--- config.mk ---
export PLATFORM = sky130hd
export DESIGN_NAME = multi_extremum_finder_flat
export DESIGN_NICKNAME = d
export VERILOG_FILES = /design/src/rtl/multi_extremum_finder_pkg.sv /design/src/rtl/multi_extremum_finder_if.sv /design/src/rtl/multi_extremum_finder_channel.sv /design/src/rtl/multi_extremum_finder.sv /design/src/flat_wrapper.sv
export SDC_FILE = /design/constraint.sdc
export NUM_CORES = 1
export LEC_CHECK = 0
export CORE_MARGIN = 3
export CORE_UTILIZATION = 49
export CTS_CLUSTER_SIZE = 10
export DETAILED_ROUTE_END_ITERATION = 16
export PLACE_DENSITY = 0.82
export SLEW_MARGIN = 20
export SYNTH_ARGS = -nofsm -noshare
export SYNTH_HDL_FRONTEND = slang
export SYNTH_HIERARCHICAL = 1
export SYNTH_SLANG_ARGS = --single-unit
--- constraint.sdc ---
create_clock -name aclk -period 4.9 [get_ports aclk]
set_clock_uncertainty 0.2 [all_clocks]
set_input_delay 0.98 -clock aclk [delete_from_list [all_inputs] [get_ports aclk]]
set_output_delay 0.98 -clock aclk [all_outputs]
set_load 0.005 [all_outputs]
--- src/rtl/multi_extremum_finder_pkg.sv ---
// Shared types and helpers for the windowed multi-channel min/max detector.
package multi_extremum_finder_pkg;

  typedef enum logic {IDLE, RUN} state_e;

  localparam int unsigned DEFAULT_SAMPLE_WIDTH  = 16;
  localparam int unsigned DEFAULT_MAX_LOG_COUNT = 16;

  function automatic logic [4:0] clamp_log(input logic [4:0] log_count,
                                           input int unsigned max_log);
    if (32'(log_count) > max_log) return 5'(max_log);
    return log_count;
  endfunction

endpackage

--- src/rtl/multi_extremum_finder_if.sv ---
// AXI-Stream style bundle; tuser exists only when EF_INDEX_EN is defined.
interface multi_extremum_finder_if #(
  parameter int unsigned DataWidth = 32,
  parameter int unsigned UserWidth = 1
);
  logic [DataWidth-1:0] tdata;
  logic                 tvalid;
  logic                 tready;
`ifdef EF_INDEX_EN
  logic [UserWidth-1:0] tuser;

  modport master (output tdata, output tvalid, output tuser, input tready);
  modport slave  (input tdata, input tvalid, input tuser, output tready);
`else
  modport master (output tdata, output tvalid, input tready);
  modport slave  (input tdata, input tvalid, output tready);
`endif
endinterface

--- src/rtl/multi_extremum_finder_channel.sv ---
// Running signed min/max of one channel; first-occurrence indices under EF_INDEX_EN.
// max_val/min_val already include the current cycle's sample.
module extremum_channel
  import multi_extremum_finder_pkg::*;
#(
  parameter int unsigned SAMPLE_WIDTH  = DEFAULT_SAMPLE_WIDTH,
  parameter int unsigned MAX_LOG_COUNT = DEFAULT_MAX_LOG_COUNT
) (
  input  logic                           aclk,
  input  logic                           areset,
  input  logic                           first,
  input  logic                           valid,
  input  logic signed [SAMPLE_WIDTH-1:0] sample,
`ifdef EF_INDEX_EN
  input  logic [MAX_LOG_COUNT-1:0]       index,
  output logic [MAX_LOG_COUNT-1:0]       max_index,
  output logic [MAX_LOG_COUNT-1:0]       min_index,
`endif
  output logic signed [SAMPLE_WIDTH-1:0] max_val,
  output logic signed [SAMPLE_WIDTH-1:0] min_val
);

  logic signed [SAMPLE_WIDTH-1:0] max_q, min_q;
`ifdef EF_INDEX_EN
  logic [MAX_LOG_COUNT-1:0] max_idx_q, min_idx_q;
`endif

  // Strict compares keep the stored value on a tie, i.e. the first occurrence.
  always_comb begin
    max_val = max_q;
    min_val = min_q;
`ifdef EF_INDEX_EN
    max_index = max_idx_q;
    min_index = min_idx_q;
`endif
    if (valid) begin
      if (first || sample > max_q) begin
        max_val = sample;
`ifdef EF_INDEX_EN
        max_index = index;
`endif
      end
      if (first || sample < min_q) begin
        min_val = sample;
`ifdef EF_INDEX_EN
        min_index = index;
`endif
      end
    end
  end

  always_ff @(posedge aclk or posedge areset) begin
    if (areset) begin
      max_q <= '0;
      min_q <= '0;
`ifdef EF_INDEX_EN
      max_idx_q <= '0;
      min_idx_q <= '0;
`endif
    end else begin
      max_q <= max_val;
      min_q <= min_val;
`ifdef EF_INDEX_EN
      max_idx_q <= max_index;
      min_idx_q <= min_index;
`endif
    end
  end

endmodule

--- src/rtl/multi_extremum_finder.sv ---
// Windowed signed min/max over 2^N valid samples per channel, one result beat per window.
// Defining EF_INDEX_EN adds per-channel extremum indices on M_AXIS tuser.
module multi_extremum_finder
  import multi_extremum_finder_pkg::*;
#(
  parameter int unsigned SAMPLE_WIDTH  = DEFAULT_SAMPLE_WIDTH,
  parameter int unsigned CHANNEL_COUNT = 2,
  parameter int unsigned MAX_LOG_COUNT = DEFAULT_MAX_LOG_COUNT
) (
  input  logic                    aclk,
  input  logic                    areset,
  input  logic [4:0]              EF_log_count,
  input  logic [2:0]              EF_shift,
  multi_extremum_finder_if.slave  s_axis,
  multi_extremum_finder_if.master m_axis,
  output logic                    overrun
);

  localparam int unsigned CntW = MAX_LOG_COUNT + 1;
  localparam int unsigned OutW = 2 * CHANNEL_COUNT * SAMPLE_WIDTH;

  state_e            state_q, state_d;
  logic [4:0]        n, n_q;
  logic [CntW-1:0]   cnt_q, cnt_d, limit;
  logic              accept, first, win_end;
  logic [OutW-1:0]   res, tdata_q, tdata_d;
  logic              tvalid_q, tvalid_d, overrun_q, overrun_d;
`ifdef EF_INDEX_EN
  localparam int unsigned UserW = 2 * CHANNEL_COUNT * MAX_LOG_COUNT;
  logic [UserW-1:0]  idx_res, tuser_q, tuser_d;
`endif

  assign n     = clamp_log(EF_log_count, MAX_LOG_COUNT);
  assign limit = (CntW'(1) << n_q) - CntW'(1);
  assign first = (cnt_q == '0);

  // A change of exponent while running throws away the partial window and that cycle's sample.
  always_comb begin
    state_d = (n == '0) ? IDLE : RUN;
    cnt_d   = cnt_q;
    accept  = 1'b0;
    unique case (state_q)
      IDLE: cnt_d = '0;
      RUN: begin
        if (n != n_q) begin
          cnt_d = '0;
        end else if (s_axis.tvalid) begin
          accept = 1'b1;
          cnt_d  = (cnt_q == limit) ? '0 : cnt_q + CntW'(1);
        end
      end
      default: cnt_d = '0;
    endcase
  end

  assign win_end = accept && (cnt_q == limit);

  for (genvar c = 0; c < CHANNEL_COUNT; c++) begin : g_ch
    logic signed [SAMPLE_WIDTH-1:0] sample, max_v, min_v;
    assign sample = s_axis.tdata[c*SAMPLE_WIDTH +: SAMPLE_WIDTH];

    extremum_channel #(
      .SAMPLE_WIDTH  (SAMPLE_WIDTH),
      .MAX_LOG_COUNT (MAX_LOG_COUNT)
    ) u_channel (
      .aclk      (aclk),
      .areset    (areset),
      .first     (first),
      .valid     (accept),
      .sample    (sample),
`ifdef EF_INDEX_EN
      .index     (cnt_q[MAX_LOG_COUNT-1:0]),
      .max_index (idx_res[(2*c+1)*MAX_LOG_COUNT +: MAX_LOG_COUNT]),
      .min_index (idx_res[2*c*MAX_LOG_COUNT +: MAX_LOG_COUNT]),
`endif
      .max_val   (max_v),
      .min_val   (min_v)
    );

    assign res[2*c*SAMPLE_WIDTH +: SAMPLE_WIDTH]     = min_v >>> EF_shift;
    assign res[(2*c+1)*SAMPLE_WIDTH +: SAMPLE_WIDTH] = max_v >>> EF_shift;
  end

  always_comb begin
    tdata_d   = tdata_q;
    tvalid_d  = tvalid_q;
    overrun_d = overrun_q;
`ifdef EF_INDEX_EN
    tuser_d   = tuser_q;
`endif
    if (win_end) begin
      tdata_d  = res;
      tvalid_d = 1'b1;
`ifdef EF_INDEX_EN
      tuser_d  = idx_res;
`endif
      if (tvalid_q && !m_axis.tready) overrun_d = 1'b1;
    end else if (m_axis.tready) begin
      tvalid_d = 1'b0;
    end
  end

  always_ff @(posedge aclk or posedge areset) begin
    if (areset) begin
      state_q   <= IDLE;
      n_q       <= '0;
      cnt_q     <= '0;
      tdata_q   <= '0;
      tvalid_q  <= 1'b0;
      overrun_q <= 1'b0;
`ifdef EF_INDEX_EN
      tuser_q   <= '0;
`endif
    end else begin
      state_q   <= state_d;
      n_q       <= n;
      cnt_q     <= cnt_d;
      tdata_q   <= tdata_d;
      tvalid_q  <= tvalid_d;
      overrun_q <= overrun_d;
`ifdef EF_INDEX_EN
      tuser_q   <= tuser_d;
`endif
    end
  end

  assign s_axis.tready = 1'b1;
  assign m_axis.tdata  = tdata_q;
  assign m_axis.tvalid = tvalid_q;
  assign overrun       = overrun_q;
`ifdef EF_INDEX_EN
  assign m_axis.tuser  = tuser_q;
`endif

endmodule

--- src/flat_wrapper.sv ---
// flat-port wrapper written by rule: the top's interface ports become plain ports
module multi_extremum_finder_flat import multi_extremum_finder_pkg::*;
#(
  parameter int unsigned SAMPLE_WIDTH  = DEFAULT_SAMPLE_WIDTH,
  parameter int unsigned CHANNEL_COUNT = 2,
  parameter int unsigned MAX_LOG_COUNT = DEFAULT_MAX_LOG_COUNT
)
  (aclk, areset, EF_log_count, EF_shift, overrun, s_axis_tdata, s_axis_tvalid, s_axis_tready, m_axis_tdata, m_axis_tvalid, m_axis_tready);
  multi_extremum_finder_if #(.DataWidth(32), .UserWidth(1)) s_axis_i ();
  multi_extremum_finder_if #(.DataWidth(64), .UserWidth(64)) m_axis_i ();
  input  logic aclk;
  input  logic areset;
  input  logic [4:0] EF_log_count;
  input  logic [2:0] EF_shift;
  output logic overrun;
  input wire logic [$bits(s_axis_i.tdata)-1:0] s_axis_tdata;
  input wire logic [$bits(s_axis_i.tvalid)-1:0] s_axis_tvalid;
  output wire logic [$bits(s_axis_i.tready)-1:0] s_axis_tready;
  output wire logic [$bits(m_axis_i.tdata)-1:0] m_axis_tdata;
  output wire logic [$bits(m_axis_i.tvalid)-1:0] m_axis_tvalid;
  input wire logic [$bits(m_axis_i.tready)-1:0] m_axis_tready;
  assign s_axis_i.tdata = s_axis_tdata;
  assign s_axis_i.tvalid = s_axis_tvalid;
  assign s_axis_tready = s_axis_i.tready;
  assign m_axis_tdata = m_axis_i.tdata;
  assign m_axis_tvalid = m_axis_i.tvalid;
  assign m_axis_i.tready = m_axis_tready;
  multi_extremum_finder #(.SAMPLE_WIDTH(SAMPLE_WIDTH), .CHANNEL_COUNT(CHANNEL_COUNT), .MAX_LOG_COUNT(MAX_LOG_COUNT)) u_core (.aclk(aclk), .areset(areset), .EF_log_count(EF_log_count), .EF_shift(EF_shift), .s_axis(s_axis_i), .m_axis(m_axis_i), .overrun(overrun));
endmodule
## After elaboration in Yosys (flattened, before gate mapping)

Index checks and enable logic that the tools add are counted.

- Bits in registers: 153
- Output and inout port bits: 67
- Word-level logic and storage cells: 58

- Add/subtract/negate cells: 2
- Magnitude comparators: 5
- Eq/ne operators: 3
- Shifts and indexed selects: 5
- Muxes and demuxes: 21
- Bitwise operators: 1
- Reduce and logical (&&, ||, !) cells: 11

Operators by type and width:

| operator | count |
|---|---|
| 16-bit two-way mux | 8 |
| 16-bit by 3-bit >>> shifter with 16-bit output | 4 |
| 17-bit two-way mux | 3 |
| 17-bit case mux with 2 select lines | 1 |
| 16-bit greater-than comparator | 2 |
| 16-bit < comparator | 2 |
| 17-bit by 1-bit adder with 17-bit output, second input constant | 1 |
| 17-bit equality test | 1 |
| 17-bit logical NOT | 1 |
| 1-bit by 5-bit left shift with 17-bit output, first input constant | 1 |
| 17-bit by 2-bit subtractor with 17-bit output, second input constant | 1 |
| 5-bit two-way mux | 2 |
| 1-bit two-way mux | 7 |
| 5-bit greater-than comparator, second input constant | 1 |
| 5-bit logical NOT | 1 |
| 5-bit inequality test | 1 |
| 1-bit logical OR | 4 |
| 3-bit inequality test, second input constant | 1 |
| 1-bit logical AND | 2 |
| 2-bit AND reduction | 1 |
| 2-bit nonzero test | 1 |
| 1-bit logical NOT | 1 |
| 1-bit inverter | 1 |

## Depth between registers and ports, before layout

Gate-level depths: netlist of the first run.

- Depth in word-level cells: 8
- Gate-level depth with buffers: 21
- Depth with buffers taken out: 18

## Modules after synthesis

The synthesis of the first run kept the hierarchy.

Modules (own cells, without submodules):

| module | times used | cells an instance | area each (um^2) | sequential area each (um^2) |
|---|---|---|---|---|
| multi_extremum_finder | 1 | 693 | 6327.3 | 2227.1 |
| extremum_channel | 2 | 186 | 2088.3 | 800.8 |

## Least setup slack after synthesis of the first run

No wires, ideal clock.

- Path kind: input to register
- Start: in EF_log_count[0]
- End: reg u_core.tdata_q[35], in the netlist u_core/m_axis.tdata[35]
- Library setup time: 0.127 ns
- Arrival time: 3.826 ns
- Path slack: 0.746 ns
- Cell stages on the path: 15
- Buffers on the path: 1
- Path through: nor2b_1 xnor2_1 nand4_1 nor2_1 nand2_1 inv_1 o21ai_0 mux2i_4 buf_4 mux2_1 mux2_2 or2_2 a21oi_1 a21oi_1 mux2_1

- Cells in the longest elaborated chain, start to end: 8
- Elaborated cells on any way between the ends: 9
- Classes of those cells: 1 x order compare; 1 x eq/ne; 1 x shift; 5 x mux; 1 x reduce/logical

RTL lines:

| element | line | RTL |
|---|---|---|
| start: declaration | flat_wrapper.sv:13 | `input logic [4:0] EF_log_count;` |
| 5-bit greater-than comparator | multi_extremum_finder_pkg.sv:11 | `if (32'(log_count) > max_log) return 5'(max_log);` |
| 1-bit two-way mux | multi_extremum_finder_pkg.sv:11 |  |
| 5-bit two-way mux (*) | multi_extremum_finder_pkg.sv:12 | `return log_count;` |
| 5-bit inequality test (*) | multi_extremum_finder.sv:45 | `if (n != n_q) begin` |
| 1-bit two-way mux (*) | multi_extremum_finder.sv:45 |  |
| 1-bit two-way mux (*) | multi_extremum_finder.sv:42 | `unique case (state_q)` |
| via u_core.accept | multi_extremum_finder.sv:25 | `logic accept, first, win_end;` |
| 16-bit two-way mux (*) | multi_extremum_finder_channel.sv:36 | `if (valid) begin` |
| via u_core.g_ch[1].min_v[6] | multi_extremum_finder.sv:59 | `logic signed [SAMPLE_WIDTH-1:0] sample, max_v, min_v;` |
| 16-bit by 3-bit >>> shifter with 16-bit output (*) | multi_extremum_finder.sv:80 | `assign res[2*c*SAMPLE_WIDTH +: SAMPLE_WIDTH] = min_v >>> EF_shift;` |
| end signal: assignment | multi_extremum_finder.sv:118 | `tdata_q <= tdata_d;` |
| end: declaration | multi_extremum_finder.sv:26 | `logic [OutW-1:0] res, tdata_q, tdata_d;` |

Mark *: on every way through the listed nets, which the timed path passes. The rest lies on a longest branch.
A chain may end at the register's enable or synchronous reset.

## Worst setup path after layout of the first run

- Start: in EF_log_count[4]
- End: reg u_core.tdata_q[42], in the netlist u_core/m_axis.tdata[42]

- Cells in the longest elaborated chain, start to end: 8
- Elaborated cells on any way between the ends: 9
- Classes of those cells: 1 x order compare; 1 x eq/ne; 1 x shift; 5 x mux; 1 x reduce/logical

RTL lines:

| element | line | RTL |
|---|---|---|
| 5-bit greater-than comparator | multi_extremum_finder_pkg.sv:11 |  |
| 1-bit two-way mux | multi_extremum_finder_pkg.sv:11 |  |
| 5-bit two-way mux | multi_extremum_finder_pkg.sv:12 |  |
| via u_core.n[2] | multi_extremum_finder.sv:23 | `logic [4:0] n, n_q;` |
| 5-bit inequality test | multi_extremum_finder.sv:45 |  |
| 1-bit two-way mux | multi_extremum_finder.sv:45 |  |
| 1-bit two-way mux | multi_extremum_finder.sv:42 |  |
| via u_core.accept | multi_extremum_finder.sv:25 |  |
| 16-bit two-way mux | multi_extremum_finder_channel.sv:36 |  |
| via u_core.g_ch[1].min_v[13] | multi_extremum_finder.sv:59 |  |
| 16-bit by 3-bit >>> shifter with 16-bit output | multi_extremum_finder.sv:80 |  |

The timed path passes the listed nets, and every way through them passes these cells.

==> flow_summary.json, run 1 <==
{
  "synth.distinct_cells": 75,
  "async_flop_share_pct": 100,
  "finalCriticalPeriod_ns": 4.63,
  "slew_headroom_pct": 34.6,
  "syn-cell-area_um2": 10500,
  "synth_edf_count": 0,
  "cts_buffers": 17,
  "critPathCaptureType": "flip-flop",
  "io_pins": 111,
  "antenna_left": 0,
  "avgSynthCellArea_um2": 9.86,
  "worstSetupPathType": "in2reg",
  "final_net_count": 1290,
  "synth_top_area_share_pct": 36.5,
  "drc": 0,
  "drt_wl_total_um": 27400,
  "synth_top_family_by_area": "multiplexers",
  "clk_pin_slew_ns": 0.06,
  "crit_path_top_delay_cell": "clkdlybuf4s50_1",
  "timing_hold_violations_final": 0,
  "rows": 52,
  "finalMaxSlewViolations": 0,
  "cts_root_buf": "clkbuf_16",
  "grt_use_total_pct": 23.2,
  "p_per_area_nw_per_um2": 418,
  "min_path_cells": 1,
  "first_iter_violations": 720,
  "cts.path.max_buffers": 2,
  "grt-ovfl-total": 0,
  "ir_drop_mv": 0.268,
  "synth_xor_area_share_pct": 1.08,
  "dp.cells": 1431,
  "cts_hold_buf": 0,
  "ys_seq_area_share_pct": 36.5,
  "cts_sinks": 153,
  "synth_seq_cells": 153,
  "gp_congestion": 0.929,
  "yosys_warnings": 6,
  "die_area_um2": 23200,
  "reg2reg_depth": 18,
  "slowest_delay_ns": 0.52,
  "crit_chain": "clkdlybuf4s50_1, nor2b_1, xnor2_1, nand4_1, nor2_1, nand2_1, inv_1, buf_4, o21ai_0, mux2i_4, buf_12, mux2_1, mux2_2, nor2_1, a21oi_1, nand2_1, o21ai_0, mux2_1",
  "antenna_found_initial": 1,
  "cts_tree": "done",
  "maxCapViolCount": 0,
  "fillers": 1628,
  "worstPathRequired_ns": 5.00,
  "synth-simple-area-share_pct": 13.2,
  "worstMarginPinSlew_ns": 0.979,
  "areaGrowthSynthToFinish_pct": 19.7,
  "grt_pass1_vias": 8266,
  "drive_above_1_share_pct": 17.3,
  "clk_latency_ns": 0.43,
  "antenna_cells": 0,
  "coreArea_um2": 20600,
  "max_freq_ghz": 0.216,
  "dr.pass1.iters": 5,
  "muxShareOfSynthArea_pct": 23.3,
  "portBuffers": 109,
  "avgViaCountPerCell": 5.90,
  "grt_max_degree": 67,
  "synthAdderAreaFrac_pct": 7.74,
  "htree_levels": 4,
  "synth_compound_area_share_pct": 11.7,
  "hpwl_um": 20300,
  "initial_utilization_pct": 50.9,
  "ys_top_cells_by_area": "dfrtp_1 36%, mux2_2 8.0%, ha_1 7.7%",
  "leakage_nw": 6.00,
  "report.power.total_mw": 5.25,
  "rsz0062_at_grt": "false",
  "finalCritPeriodShare_pct": 94.4,
  "fin_cells": 1464,
  "syn_inst": 1065,
  "num_vias": 8642,
  "cp_max_fo": 14,
  "yosysTopAreaCell": "dfrtp_1",
  "status": "finished, final reports clean",
  "worst-endpoint-arrival_ns": 4.73,
  "grt_pass1_wl_um": 44300,
  "final_common_cell": "dfrtp_1",
  "mostFrequentLayoutCells": "153 x dfrtp_1, 112 x nand2_1, 106 x clkdlybuf4s50_1",
  "die_w_um": 152,
  "post-route-util_pct": 61.0,
  "hold_class": "reg2reg",
  "synthesis.nets": 1174,
  "cp-start-kind": "input pin",
  "yosys_most_used_dff": "dfrtp_1",
  "setup_viol": 0,
  "avgRoutedWirePerCell_um": 18.7,
  "die_h_um": 152
}
## metal layers
metal  track usage (%)  up-vias  wire length, um
li1                  -     4031                -
met1              33.0     4200            12300
met2              36.0      358            12400
met3              5.31       51             2190
met4              5.98        2              514
met5                 0        -               13
## cells in the mapped netlist, types with 11 or more instances
cell      instances
nor3_1           19
o21ai_0          62
mux2_1           60
nand4_1          11
nand3_1          23
clkbuf_1         25
inv_1            85
ha_1             65
mux2_4           20
a21o_1           11
dfrtp_1         153
mux2i_1          58
nor2_1           43
nand2_1         112
a21oi_1          58
mux2_2           75
## where the power goes
part	leakage [nW]	total [mW]	internal (mW)	switching [mW]
combinational	3.68	2.19	0.973	1.22
clock	0.308	1.38	0.832	0.548
sequential	2.02	1.68	1.53	0.154
## flip-flops by register name, indices dropped and copies added, names as in the netlist
name / cells
u_core/m_axis.tdata: 64
u_core/g_ch.u_channel/min_q: 32
u_core/n_q: 5
u_core/m_axis.tvalid: 1
u_core/cnt_q: 17
u_core/state_q: 1
u_core/overrun: 1
u_core/g_ch.u_channel/max_q: 32
## layout make-up
cell class / count / area, um2 / area share, %
clock inverter: 13 / 166 / 1.32
multi-input combinational: 766 / 6000 / 47.7
tap: 270 / 338 / 2.69
clock buffer: 19 / 453 / 3.60
sequential: 153 / 3830 / 30.4
inverter: 87 / 328 / 2.61
timing repair buffer: 156 / 1470 / 11.7
## logic make-up (layout without fill, tap and decap cells)
kind of cell / count (synthesis) / count (layout)
and+or+nand+nor: 275 / 275
muxes: 215 / 215
AOI/OAI and AO/OA: 197 / 197
DFF: 153 / 153
buffers and inverters: 146 / 275
adders and majority gates: 65 / 65
xor gates and xnor gates: 13 / 13
other: 1 / 1
## through the flow
stage | worst slack (ns) | TNS, ns | instance area [um2] | hold WS, ns
2_1_floorplan | 0.746 | 0 | 10500 | 0.263
3_3_place_gp | -0.0614 | -0.108 | 12000 | 0.251
3_5_place_dp | -0.160 | -1.32 | 12000 | 0.272
4_1_cts | 0.271 | 0 | 12600 | 0.287
5_1_grt | 0.00161 | 0 | 12600 | 0.294
6_report | 0.273 | 0 | 12600 | 0.284
## worst paths after layout
| kind | endpoint | slack (ns) | from |
|---|---|---|---|
| setup / recovery | u_core/m_axis.tdata[42]$_DFFE_PP0P_ | 0.27 | EF_log_count[4] |
| hold / removal | u_core/overrun$_DFFE_PP0P_ | 0.28 | u_core/overrun$_DFFE_PP0P_ |
| setup reg to reg | u_core/m_axis.tdata[18]$_DFFE_PP0P_ | 0.52 | u_core/n_q[3]$_DFF_PP0_ |
| hold reg to reg | u_core/overrun$_DFFE_PP0P_ | 0.28 | u_core/overrun$_DFFE_PP0P_ |
| max in group asynchronous | u_core/m_axis.tdata[44]$_DFFE_PP0P_ | 2.84 | areset |
| min in group asynchronous | u_core/m_axis.tdata[5]$_DFFE_PP0P_ | 0.86 | areset |
## worst max-delay path: cells and delay by family
kind,cells,cell delay [ns]
simple gates,6,0.82
mux,4,1.34
buf+inv,4,1.09
xor+xnor,1,0.14
compound gates,3,0.33
## what timing repair did
item | in CTS | in global routing
buffers inserted | 0 | 1
resized for setup | 0 | 1
setup endpoints to repair | 0 | 2
Power figures use the tool's default switching activity.
==> run 2, diff against run 1 <==
CAP_MARGIN = 20   (was unset)
CTS_CLUSTER_SIZE = 24   (was 10)
==> results of run 2 <==
No change in the layout: final DEF, timing and power equal those of run 1.
